===== config.mk =====
export PLATFORM = sky130hd
export DESIGN_NAME = rf_write_arbiter
export DESIGN_NICKNAME = d
export VERILOG_FILES = /design/src/rtl/rf_pkg.sv /design/src/rtl/rf_arb_fifo.sv /design/src/rtl/rf_write_arbiter.sv
export SDC_FILE = /design/constraint.sdc
export NUM_CORES = 1
export LEC_CHECK = 0
export ABC_CLOCK_PERIOD_IN_PS = 3800
export CAP_MARGIN = 20
export CORE_UTILIZATION = 48
export DETAILED_ROUTE_END_ITERATION = 7
export GPL_TIMING_DRIVEN = 0
export PLACE_DENSITY = 0.86
export REMOVE_ABC_BUFFERS = 1
export SYNTH_ARGS = -nofsm -noshare
export SYNTH_HDL_FRONTEND = slang
export SYNTH_HIERARCHICAL = 1
export SYNTH_SLANG_ARGS = --single-unit

===== constraint.sdc =====
create_clock -name clk -period 3.8 [get_ports clk]
set_clock_uncertainty 0.1 [all_clocks]
set_input_delay 0.76 -clock clk [delete_from_list [all_inputs] [get_ports clk]]
set_output_delay 0.76 -clock clk [all_outputs]
set_load 0.05 [all_outputs]

===== src/rtl/rf_pkg.sv =====
// rf_pkg: shared register-file widths, the write-arbiter state encoding and
// the {rd, data} record buffered for deferred MDU writes.
package rf_pkg;

    localparam int REG_ADDR_W = 5;
    localparam int XLEN       = 32;

    typedef enum logic {
        ARB   = 1'b0,
        FORCE = 1'b1
    } arb_state_e;

    typedef struct packed {
        logic [REG_ADDR_W-1:0] rd;
        logic [XLEN-1:0]       data;
    } rf_wr_t;

endpackage


===== src/rtl/rf_arb_fifo.sv =====
// rf_arb_fifo: DEPTH-entry synchronous FIFO of pending MDU register writes.
// The head entry is presented combinationally; push and pop must only be
// issued when not full / not empty respectively.
module rf_arb_fifo
    import rf_pkg::*;
#(
    parameter int DEPTH = 2
) (
    input  logic   clk,
    input  logic   rst,
    input  logic   push,
    input  rf_wr_t push_entry,
    input  logic   pop,
    output rf_wr_t head,
    output logic   full,
    output logic   empty
);

    localparam int PTR_W = $clog2(DEPTH);
    localparam int CNT_W = $clog2(DEPTH + 1);

    rf_wr_t            mem [DEPTH];
    logic [PTR_W-1:0]  wr_ptr;
    logic [PTR_W-1:0]  rd_ptr;
    logic [CNT_W-1:0]  count;

    // Storage is data only; stale contents are never visible because count gates them.
    always_ff @(posedge clk) begin
        if (push) begin
            mem[wr_ptr] <= push_entry;
        end
    end

    // Pointers wrap naturally (DEPTH is a power of two); count tracks occupancy.
    always_ff @(posedge clk or negedge rst) begin
        if (!rst) begin
            wr_ptr <= '0;
            rd_ptr <= '0;
            count  <= '0;
        end else begin
            if (push) wr_ptr <= wr_ptr + PTR_W'(1);
            if (pop)  rd_ptr <= rd_ptr + PTR_W'(1);
            case ({push, pop})
                2'b10:   count <= count + CNT_W'(1);
                2'b01:   count <= count - CNT_W'(1);
                default: ;
            endcase
        end
    end

    assign head  = mem[rd_ptr];
    assign full  = (count == CNT_W'(DEPTH));
    assign empty = (count == '0);

endmodule


===== src/rtl/rf_write_arbiter.sv =====
// rf_write_arbiter: shares the register file write port between the WB stage
// (priority) and buffered MDU results. An age counter forces a one-cycle
// pipeline stall so a starved MDU result is written.
// Optional build macro RF_ARB_DROP_X0_EN: writes to x0 are discarded instead
// of arbitrated (WB x0 requests free the slot, MDU x0 results are not stored).
module rf_write_arbiter
    import rf_pkg::*;
#(
    parameter int DEPTH    = 2,
    parameter int MAX_WAIT = 4
) (
    input  logic                  clk,
    input  logic                  rst,
    input  logic                  wb_we,
    input  logic [REG_ADDR_W-1:0] wb_rd,
    input  logic [XLEN-1:0]       wb_data,
    input  logic                  mdu_valid,
    input  logic [REG_ADDR_W-1:0] mdu_rd,
    input  logic [XLEN-1:0]       mdu_data,
    output logic                  mdu_ready,
    output logic                  rf_we,
    output logic [REG_ADDR_W-1:0] rf_a3,
    output logic [XLEN-1:0]       rf_wd3,
    output logic                  stall_o,
    output logic                  grant_mdu
);

    localparam int AGE_W = $clog2(MAX_WAIT + 1);

    arb_state_e        state, state_next;
    logic [AGE_W-1:0]  age, age_next, age_inc;
    logic              fifo_full, fifo_empty;
    rf_wr_t            head;
    logic              push_fire, push_store, pop;
    logic              wb_req, grant_wb, grant_head, stall;

    assign mdu_ready = rst & ~fifo_full;
    assign push_fire = mdu_valid & mdu_ready;

`ifdef RF_ARB_DROP_X0_EN
    assign wb_req     = wb_we & (wb_rd != '0);
    assign push_store = push_fire & (mdu_rd != '0);
`else
    assign wb_req     = wb_we;
    assign push_store = push_fire;
`endif

    assign pop = grant_head;

    rf_arb_fifo #(
        .DEPTH (DEPTH)
    ) u_fifo (
        .clk        (clk),
        .rst        (rst),
        .push       (push_store),
        .push_entry ('{rd: mdu_rd, data: mdu_data}),
        .pop        (pop),
        .head       (head),
        .full       (fifo_full),
        .empty      (fifo_empty)
    );

    // Saturating increment: the age never wraps back to zero on its own.
    assign age_inc = (age == AGE_W'(MAX_WAIT)) ? age : age + AGE_W'(1);

    // State and age registers.
    always_ff @(posedge clk or negedge rst) begin
        if (!rst) begin
            state <= ARB;
            age   <= '0;
        end else begin
            state <= state_next;
            age   <= age_next;
        end
    end

    // Grant decision, age update and next state.
    always_comb begin
        state_next = state;
        age_next   = age;
        grant_wb   = 1'b0;
        grant_head = 1'b0;
        stall      = 1'b0;
        case (state)
            ARB: begin
                if (wb_req) begin
                    grant_wb = 1'b1;
                    if (!fifo_empty) begin
                        age_next = age_inc;
                        if (age == AGE_W'(MAX_WAIT - 1)) state_next = FORCE;
                    end
                end else if (!fifo_empty) begin
                    grant_head = 1'b1;
                    age_next   = '0;
                end else begin
                    age_next = '0;
                end
            end
            FORCE: begin
                stall      = 1'b1;
                grant_head = ~fifo_empty;
                age_next   = '0;
                state_next = ARB;
            end
        endcase
    end

    // Write port is driven combinationally from the grant; all zero in reset.
    always_comb begin
        rf_we     = 1'b0;
        rf_a3     = '0;
        rf_wd3    = '0;
        stall_o   = 1'b0;
        grant_mdu = 1'b0;
        if (rst) begin
            stall_o   = stall;
            grant_mdu = grant_head;
            if (grant_head) begin
                rf_we  = 1'b1;
                rf_a3  = head.rd;
                rf_wd3 = head.data;
            end else if (grant_wb) begin
                rf_we  = 1'b1;
                rf_a3  = wb_rd;
                rf_wd3 = wb_data;
            end
        end
    end

`ifndef SYNTHESIS
    hazard_chk: assert property (@(posedge clk) disable iff (!rst)
        !(wb_we && !fifo_empty && (wb_rd != '0) && (head.rd != '0) && (wb_rd == head.rd)))
        else $error("WB writes rd %0d while it is pending in the MDU FIFO", wb_rd);
`endif

endmodule


# Word level (Yosys, flattened, before mapping)

Memories as Yosys holds them, arrays and structs flattened.
Cells that the tools add are included.

Bits in registers: 8
RAM bits: 74
Input bits: 78
Output and inout port bits: 41
Memories kept: 1

Memories:

| memory     | depth | bits a word | read ports | clocked after memory_dff | wr ports | line              | source |
|---|---|---|---|---|---|---|---|
| u_fifo.mem | 2     | 37          | 1          | 0                        | 1        | rf_arb_fifo.sv:22 | `rf_wr_t mem [DEPTH];` |

Add/subtract/negate cells: 5
Eq/ne operators: 7
Mux-type cells: 28
Bitwise gates (word level): 5
Reduce and logical (&&, ||, !) cells: 3

Operators by type and width:

| kind                  | count |
|---|---|
| $mux W32              | 3 |
| $mux W1               | 15 |
| $mux W5               | 3 |
| $mux W3               | 3 |
| $ne A3 B3 Y1 const B  | 2 |
| $pmux W3 S2           | 1 |
| $eq A2 B2 Y1 const B  | 2 |
| $pmux W1 S2           | 2 |
| $pmux W2 S2           | 1 |
| $add A3 B1 Y3 const B | 1 |
| $eq A3 B2 Y1 const B  | 1 |
| $eq A3 B3 Y1 const B  | 1 |
| $not A1 Y1            | 3 |
| $add A1 B1 Y1 const B | 2 |
| $add A2 B1 Y2 const B | 1 |
| $and A1 B1 Y1         | 2 |
| $eq A2 B1 Y1 const B  | 1 |
| $logic_not A2 Y1      | 1 |
| $reduce_and A2 Y1     | 1 |
| $reduce_bool A2 Y1    | 1 |
| $sub A2 B1 Y2 const B | 1 |

# Longest topological paths before layout

Gate-level depths: netlist (run 1).

Word-level depth: 6
Gate-level depth with buffers: 8
Gate-level depth less buffers: 8

# Cells and area by module

The synthesis (run 1) kept the hierarchy.

Modules (own cells, without submodules):

| module           | times used | cells each | area an instance (µm²) | seq. area each (µm²) |
|---|---|---|---|---|
| rf_arb_fifo      | 1          | 131        | 2,936.6                | 2,322.2 |
| rf_write_arbiter | 1          | 153        | 1,214.9                | 100.1 |

# Worst setup path before layout (run 1)

Ideal clock, no wire load.

Path kind: input -> register
Start point: in rst
End point: mem u_fifo/mem[0][0] in the netlist's numbering (enable)
Arrival: 3.403 ns
Data required time: 3.269 ns
Slack: -0.134 ns
Stages on the path: 4
Cell sequence: nor2b_1 and2_1 inv_1 nor2_1

Longest elaborated chain between the ends: 4

Ends and longest elaborated chain:

| element                       | line                   | source |
|---|---|---|
| start, declared               | rf_write_arbiter.sv:13 | `input logic rst,` |
| $and A1 B1 Y1                 | rf_write_arbiter.sv:37 | `assign mdu_ready = rst & ~fifo_full;` |
| $and A1 B1 Y1                 | rf_write_arbiter.sv:38 | `assign push_fire = mdu_valid & mdu_ready;` |
| named net push_fire           | rf_write_arbiter.sv:34 | `logic push_fire, push_store, pop;` |
| $mux W1                       | rf_arb_fifo.sv:29      | `if (push) begin` |
| $mux W1 (implied by the code) | rf_arb_fifo.sv:30      | `mem[wr_ptr] <= push_entry;` |
| end, declared                 | rf_arb_fifo.sv:22      |  |

The timed path passes the listed nets, and every way through them passes these cells.

# Worst setup path in the final report (run 1)

Start point: in wb_we
End point: out grant_mdu

Longest elaborated chain between the ends: 3

Ends and longest elaborated chain:

| element         | line                    | source |
|---|---|---|
| start, declared | rf_write_arbiter.sv:14  | `input logic wb_we,` |
| $mux W1         | rf_write_arbiter.sv:86  | `if (wb_req) begin` |
| $pmux W1 S2     | rf_write_arbiter.sv:84  | `case (state)` |
| $mux W1         | rf_write_arbiter.sv:115 | `if (rst) begin` |
| end, declared   | rf_write_arbiter.sv:25  | `output logic grant_mdu` |

No other way between the ends.

==> results.ini, run 1 <==
[outcome]
status = completed

[logic_synthesis]
syn_area_um2 = 4151
synth_cell_types = 28
yosysWarnings = 6
ys_seq_area_share_pct = 58.35
avgSynthCellArea_um2 = 14.62
synthCells = 284
ys_ff_latch = 82

[sta]
setup_violations = 0
slew_viol_final = 0
min_period_over_period_pct = 96.98
tightest_slew_ns = 0.6304
setup_slack_ns = 0.1149
slew_headroom_pct = 57.87
rsz0062_at_grt = false
hold_viol = 0
period_minus_slack_ns = 3.685
achievable-frequency_ghz = 0.2714

[clocking]
clk_pin_slew_worst_paths_ns = 0.08
cts_sinks = 82
clock_latency_ns = 0.33
clockBufferDepth = 2
numCtsBuffers = 9
cts_root_buffer = clkbuf_8
h-tree-depth = 3
ctsHoldBuffers = 0
cts_tree = done

[final_layout]
num_antenna_cells = 0
nNetsFinal = 488
drive_gt1_share_pct = 23.11
area.growth.synth_to_final_pct = 37.07

[placed_design]
place_ws_ns = -0.6054
dp_hpwl_mm = 5.786
io_buffers = 118
finalWeightedCongestion = 0.7418

[power_and_ir_drop]
power_density_nw_per_um2 = 560.3
vdd_drop_max_v = 0.0003510
total_leakage_power_nw = 2.422
finalPower_mw = 3.188

[floorplan]
dieHeight_um = 95
start_util_pct = 50.02
ioPinCount = 119
fp.dieW_um = 95
core_area_um2 = 8299
die_area_um2 = 9025
rows = 33

[routing]
drcViolationCount = 0
drt-initial-drc-count = 102
drtAntennaViolNets = 0
drt_pass1_iterations = 4
routedWlPerCell_um = 16.69
vias = 2645
wirelength_mm = 8.612
vias_per_cell = 5.126

[worst_setup_path]
cp_max_fo = 10
required_ns = 2.94
critical_path_class = in -> out
endpoint_kind = output port
cp-start-kind = primary input
arrival_ns = 2.83

[grt]
grt_pass1_vias = 2792
antenna_found_initial = 0
grt_first_pass_wirelength_mm = 13.40
grt_start_max_net_pins = 22
track_usage_pct = 20.36
grt.overflow.total = 0

[job]
timing.max_cap.violations = 0

[min_path]
hold_class = in -> async

==> critical path: stages <==
cell	delay, ns
clkdlybuf4s50_1	0.78
nor2b_4	0.49
nor2_1	0.09
clkdlybuf4s50_1	0.71
==> Yosys cell counts, drive strengths merged <==
cell,count,area (µm²)
mux2i,2,20.02
a21boi,1,7.510
o21ai,1,5.000
a21oi,2,10.01
xnor2,2,17.52
inv,78,292.8
dfrtp,8,200.2
or3b,1,8.760
nand3b,4,42.54
or2b,1,7.510
and2,3,18.77
nor3b,1,7.510
nor2b,3,26.27
xor2,3,26.28
nor2,5,18.77
o32ai,37,534.3
buf,15,131.4
nand2b,1,6.260
mux2,37,491.7
edfxtp,74,2222
or2,1,6.260
ha,4,50.05
==> cells by family after synthesis <==
group	after synthesis	synth area share (%)
AND/OR/NAND/NOR	20	3.436
buffers and inverters	93	10.22
adder cells (fa/ha/maj)	4	1.206
XOR/XNOR	5	1.055
multiplexers	39	12.33
flip-flops	82	58.35
AO/OA/AOI/OAI	41	13.41
==> per-stage QoR <==
| stage | std cells | area [µm²] | TNS, ns | util, % | hold slack, ns |
|---|---|---|---|---|---|
| 6_report | 516 | 5690 | 0 | 68.57 | 0.3514 |
| 5_1_grt | 516 | 5690 | 0 | 68.57 | 0.3522 |
| 4_1_cts | 516 | 5688 | 0 | 68.54 | 0.3317 |
| 3_5_place_dp | 497 | 5475 | -19.69 | 65.97 | 0.3974 |
| 3_3_place_gp | 492 | 5333 | -107.55 | 64.25 | 0.3691 |
| 2_1_floorplan | 269 | 4020 | -6.099 | - | 0.3555 |
==> where the power goes <==
| group | internal [mW] | total [mW] | switching [mW] | leakage, nW |
|---|---|---|---|---|
| combinational | 0.588 | 1.32 | 0.735 | 1.54 |
| clock | 0.338 | 0.626 | 0.288 | 0.103 |
| sequential | 1.13 | 1.24 | 0.107 | 0.776 |
| total | 2.06 | 3.19 | 1.13 | 2.42 |
==> final timing paths <==
path / cells past startpoint / startpoint / end / slack, ns
max: 4 / wb_we / grant_mdu / 0.11
min: 1 / rst / age[0] / 0.35
max reg2reg: 6 / u_fifo/count[1] / u_fifo/mem[0][14] / 1.60
min reg2reg: 1 / u_fifo/count[1] / u_fifo/count[1] / 0.41
max in group asynchronous: 1 / rst / u_fifo/rd_ptr / 2.91
min in group clk: 1 / u_fifo/count[1] / u_fifo/count[1] / 0.41
==> metal layers <==
layer  vias to the layer above  part of all wire (%)  track usage [%]
li1                       1258                     -                -
met1                      1301                    41            23.67
met2                        77                    54            37.59
met3                         9                   3.6            2.738
met4                         0                   1.2            8.081
met5                         -                     0                0
==> cell type report <==
| cell class | instances | area [µm²] |
|---|---|---|
| Clock buffer | 13 | 158.9 |
| Fill cell | 625 | 2609 |
| Timing Repair Buffer | 124 | 1289 |
| Clock inverter | 3 | 40.04 |
| Sequential cell | 82 | 2424 |
| Tap cell | 105 | 131.4 |
| Multi-Input combinational cell | 111 | 1355 |
| Inverter | 78 | 292.8 |
==> placed cells by master (no fill, tap or decap), types with 2 or more instances in the layout <==
cell type / netlist / final
a21oi_1: 2 / 2
and2_1: 3 / 2
buf_12: 0 / 2
buf_16: 0 / 4
clkbuf_1: 0 / 2
clkbuf_8: 0 / 11
clkdlybuf4s50_1: 0 / 79
clkinv_2: 0 / 2
dfrtp_1: 8 / 7
dlygate4sd2_1: 0 / 37
edfxtp_1: 74 / 74
ha_1: 4 / 4
inv_1: 78 / 78
mux2_2: 17 / 17
mux2_4: 20 / 20
mux2i_1: 2 / 2
nand3b_1: 3 / 3
nand3b_4: 1 / 2
nor2_1: 5 / 4
nor2b_1: 2 / 2
nor2b_4: 1 / 2
o32ai_1: 9 / 9
o32ai_2: 28 / 28
xnor2_1: 2 / 2
xor2_1: 3 / 3
==> sequential cells by signal (all words and copies together) (netlist names) <==
| name | flops |
|---|---|
| u_fifo/mem | 74 |
| u_fifo/count | 2 |
| state | 1 |
| u_fifo/wr_ptr | 1 |
| age | 3 |
| u_fifo/rd_ptr | 1 |
==> what timing repair did <==
item	CTS	global route
pin swaps	1	0
gates resized for setup	43	1
setup endpoints to repair	38	1
setup buffers	1	0
cloned	2	0
(Power assumes the default switching activity.)
==> run 2, diff against run 1 <==
--- a/config.mk
+++ b/config.mk
@@ -12,6 +12,7 @@
 export GPL_TIMING_DRIVEN = 0
 export PLACE_DENSITY = 0.86
 export REMOVE_ABC_BUFFERS = 1
+export SETUP_SLACK_MARGIN = 0.3
 export SYNTH_ARGS = -nofsm -noshare
 export SYNTH_HDL_FRONTEND = slang
 export SYNTH_HIERARCHICAL = 1
==> run 2 against run 1 <==
  * Sequential power hardly changed
  * Power up 1.1%
  * Via count down 0.45%
  * Register-to-register slack about the same
  * Routed wire length up 1.6%
  * Fmax up 10%
==> results.ini, run 2 (synthesis results as in run 1) <==
[outcome]
status = completed

[sta]
period_minus_slack_ns = 3.343  ; -0.3417 ns
slew_viol_final = 0  ; unchanged
achievable-frequency_ghz = 0.2991  ; +10%
hold_viol = 0  ; unchanged
min_period_over_period_pct = 87.98  ; -9.0 points
slew_headroom_pct = 58.06  ; +0.19 points
rsz0062_at_grt = false
tightest_slew_ns = 0.6276  ; -0.002861 ns
setup_violations = 0  ; unchanged

[grt]
grt_pass1_vias = 2817  ; +0.90%
track_usage_pct = 20.64  ; +0.28 points
grt.overflow.total = 0  ; unchanged
antenna_found_initial = 0  ; unchanged
grt_first_pass_wirelength_mm = 13.56  ; +1.2%
grt_start_max_net_pins = 22  ; unchanged

[placed_design]
dp_hpwl_mm = 5.786  ; unchanged
place_inst = 497  ; unchanged
finalWeightedCongestion = 0.7418  ; unchanged
io_buffers = 118  ; unchanged

[floorplan]
fp.dieW_um = 95  ; unchanged
die_area_um2 = 9025  ; unchanged
rows = 33  ; unchanged
core_area_um2 = 8299  ; unchanged
start_util_pct = 50.02  ; unchanged
ioPinCount = 119  ; unchanged
dieHeight_um = 95  ; unchanged

[routing]
wirelength_mm = 8.751  ; +1.6%
drtAntennaViolNets = 0  ; unchanged
vias = 2633  ; -0.45%
drcViolationCount = 0  ; unchanged
routedWlPerCell_um = 16.89  ; +1.2%
vias_per_cell = 5.083  ; -0.84%
drt_pass1_iterations = 4  ; unchanged
drt-initial-drc-count = 78  ; -24%

[power_and_ir_drop]
total_leakage_power_nw = 2.330  ; -3.8%
clockPowerShare_pct = 19.5  ; about the same
power_switching_mw = 1.135  ; +0.43%
power_frac_seq_pct = 38.4  ; -0.5 points
power_density_nw_per_um2 = 555.9  ; -0.78%
vdd_drop_max_v = 0.0003485  ; -0.72%
combPwrFrac_pct = 42.1  ; +0.6 points
p_int_mw = 2.088  ; +1.5%
p_sw_share_pct = 35.22  ; -0.24 points

[final_layout]
num_antenna_cells = 0  ; unchanged
nNetsFinal = 490  ; +0.41%
final_cell_mix = 78 x inv_1, 78 x clkdlybuf4s50_1, 74 x edfxtp_1, 37 x clkdlybuf4s15_2, 28 x o32ai_2
fin_cells = 518  ; +0.39%
regMostFlops = u_fifo/mem
area.growth.synth_to_final_pct = 39.69
drive_gt1_share_pct = 32.69  ; +9.6 points
reg_top3 = u_fifo/mem x74, age x3, u_fifo/count x2
largest_register_ffs = 74  ; unchanged
utilization_pct = 69.88  ; +1.3 points

[worst_setup_path]
endpoint_kind = output port
critical_path.startpoint = rst
cp-start-kind = primary input
cp_cell_sequence = clkdlybuf4s15_2, nand2b_4, nor2_1, clkdlybuf4s50_1
required_ns = 2.94  ; about the same
reg2reg_from = u_fifo/count[1]
slowest_delay_ns = 0.81  ; +0.03 ns
rr_worst_depth = 6  ; unchanged
worstReg2RegEnd = u_fifo/mem[0][14]
crit_path_top_delay_cell = clkdlybuf4s50_1
cp_max_fo = 20  ; +10
critical_path_class = in -> out
regToRegSetupSlack_ns = 1.60  ; about the same
arrival_ns = 2.48  ; -0.35 ns

[clocking]
cts_root_buffer = clkbuf_8
cts_sinks = 82  ; unchanged
clk_pin_slew_worst_paths_ns = 0.08  ; about the same
cts_tree = done
ctsHoldBuffers = 0  ; unchanged
numCtsBuffers = 9  ; unchanged
clockBufferDepth = 2  ; unchanged
h-tree-depth = 3  ; unchanged
clock_latency_ns = 0.33  ; about the same

[min_path]
hold_class = in -> async

[job]
timing.max_cap.violations = 0  ; unchanged

[run 2: per-layer routing]
layer / track usage (%) / routed length, µm / vias to the layer above / part of all wire [%]
met5: 0 / 0 / - / 0
met4: 8.333 / 95 / 0 / 1.1
met2: 38.31 / 4804 / 77 / 55
li1: - / - / 1261 / -
met1: 23.78 / 3514 / 1286 / 40
met3: 2.738 / 337 / 9 / 3.9
[run 2: how the worst max path moves through the flow]
stage,to,depth (start not counted)
after global routing,grant_mdu,4
after floorplan,u_fifo/mem[0][0],4
after CTS,rf_wd3[28],4
after global placement,rf_wd3[0],4
final,grant_mdu,4
after detailed placement,rf_wd3[7],5
[run 2: power by group through the flow]
| stage | Combinational (mW) | Sequential, mW | Clock, mW |
|---|---|---|---|
| global placement | 1.23 | 1.30 | 0 |
| finish | 1.36 | 1.24 | 0.627 |
| global route | 1.44 | 1.25 | 0.673 |
| CTS | 1.37 | 1.24 | 0.644 |
| floorplan | 0.907 | 1.26 | 0 |
| detailed placement | 1.36 | 1.26 | 0 |
[run 2: stage by stage]
stage	setup TNS [ns]	total power [mW]	setup WS, ns	hold slack, ns	cell area, µm²
after floorplan	-6.099	2.169	-0.1345	0.3555	4020
after global placement	-107.55	2.531	-1.422	0.3691	5333
after detailed placement	-19.69	2.622	-0.6054	0.3974	5475
after CTS	0	3.253	0.2339	0.3317	5784
after global routing	0	3.372	0.3697	0.3541	5799
final	0	3.224	0.4566	0.3521	5799
[run 2: repair_timing]
| item | in CTS | in global routing |
|---|---|---|
| gates resized for setup | 125 | 6 |
| pin swaps | 1 | 1 |
| endpoints found under the setup margin | 41 | 30 |
| setup buffers | 2 | 1 |
| gates cloned | 2 | 0 |
| hold endpoints to repair | 0 | 0 |
[run 2: critical path: cells and delay by family]
| family | cells | cell delay, ns |
|---|---|---|
| simple gates | 2 | 0.44 |
| buf+inv | 2 | 1.27 |
[run 2: cell type report]
type	instances	area [µm²]
multi-input combinational	111	1355
clock buffer	13	158.9
tap	105	131.4
inverter	78	292.8
timing repair buffer	126	1398
sequential	82	2424
fill	596	2500
clock inverter	3	40.04
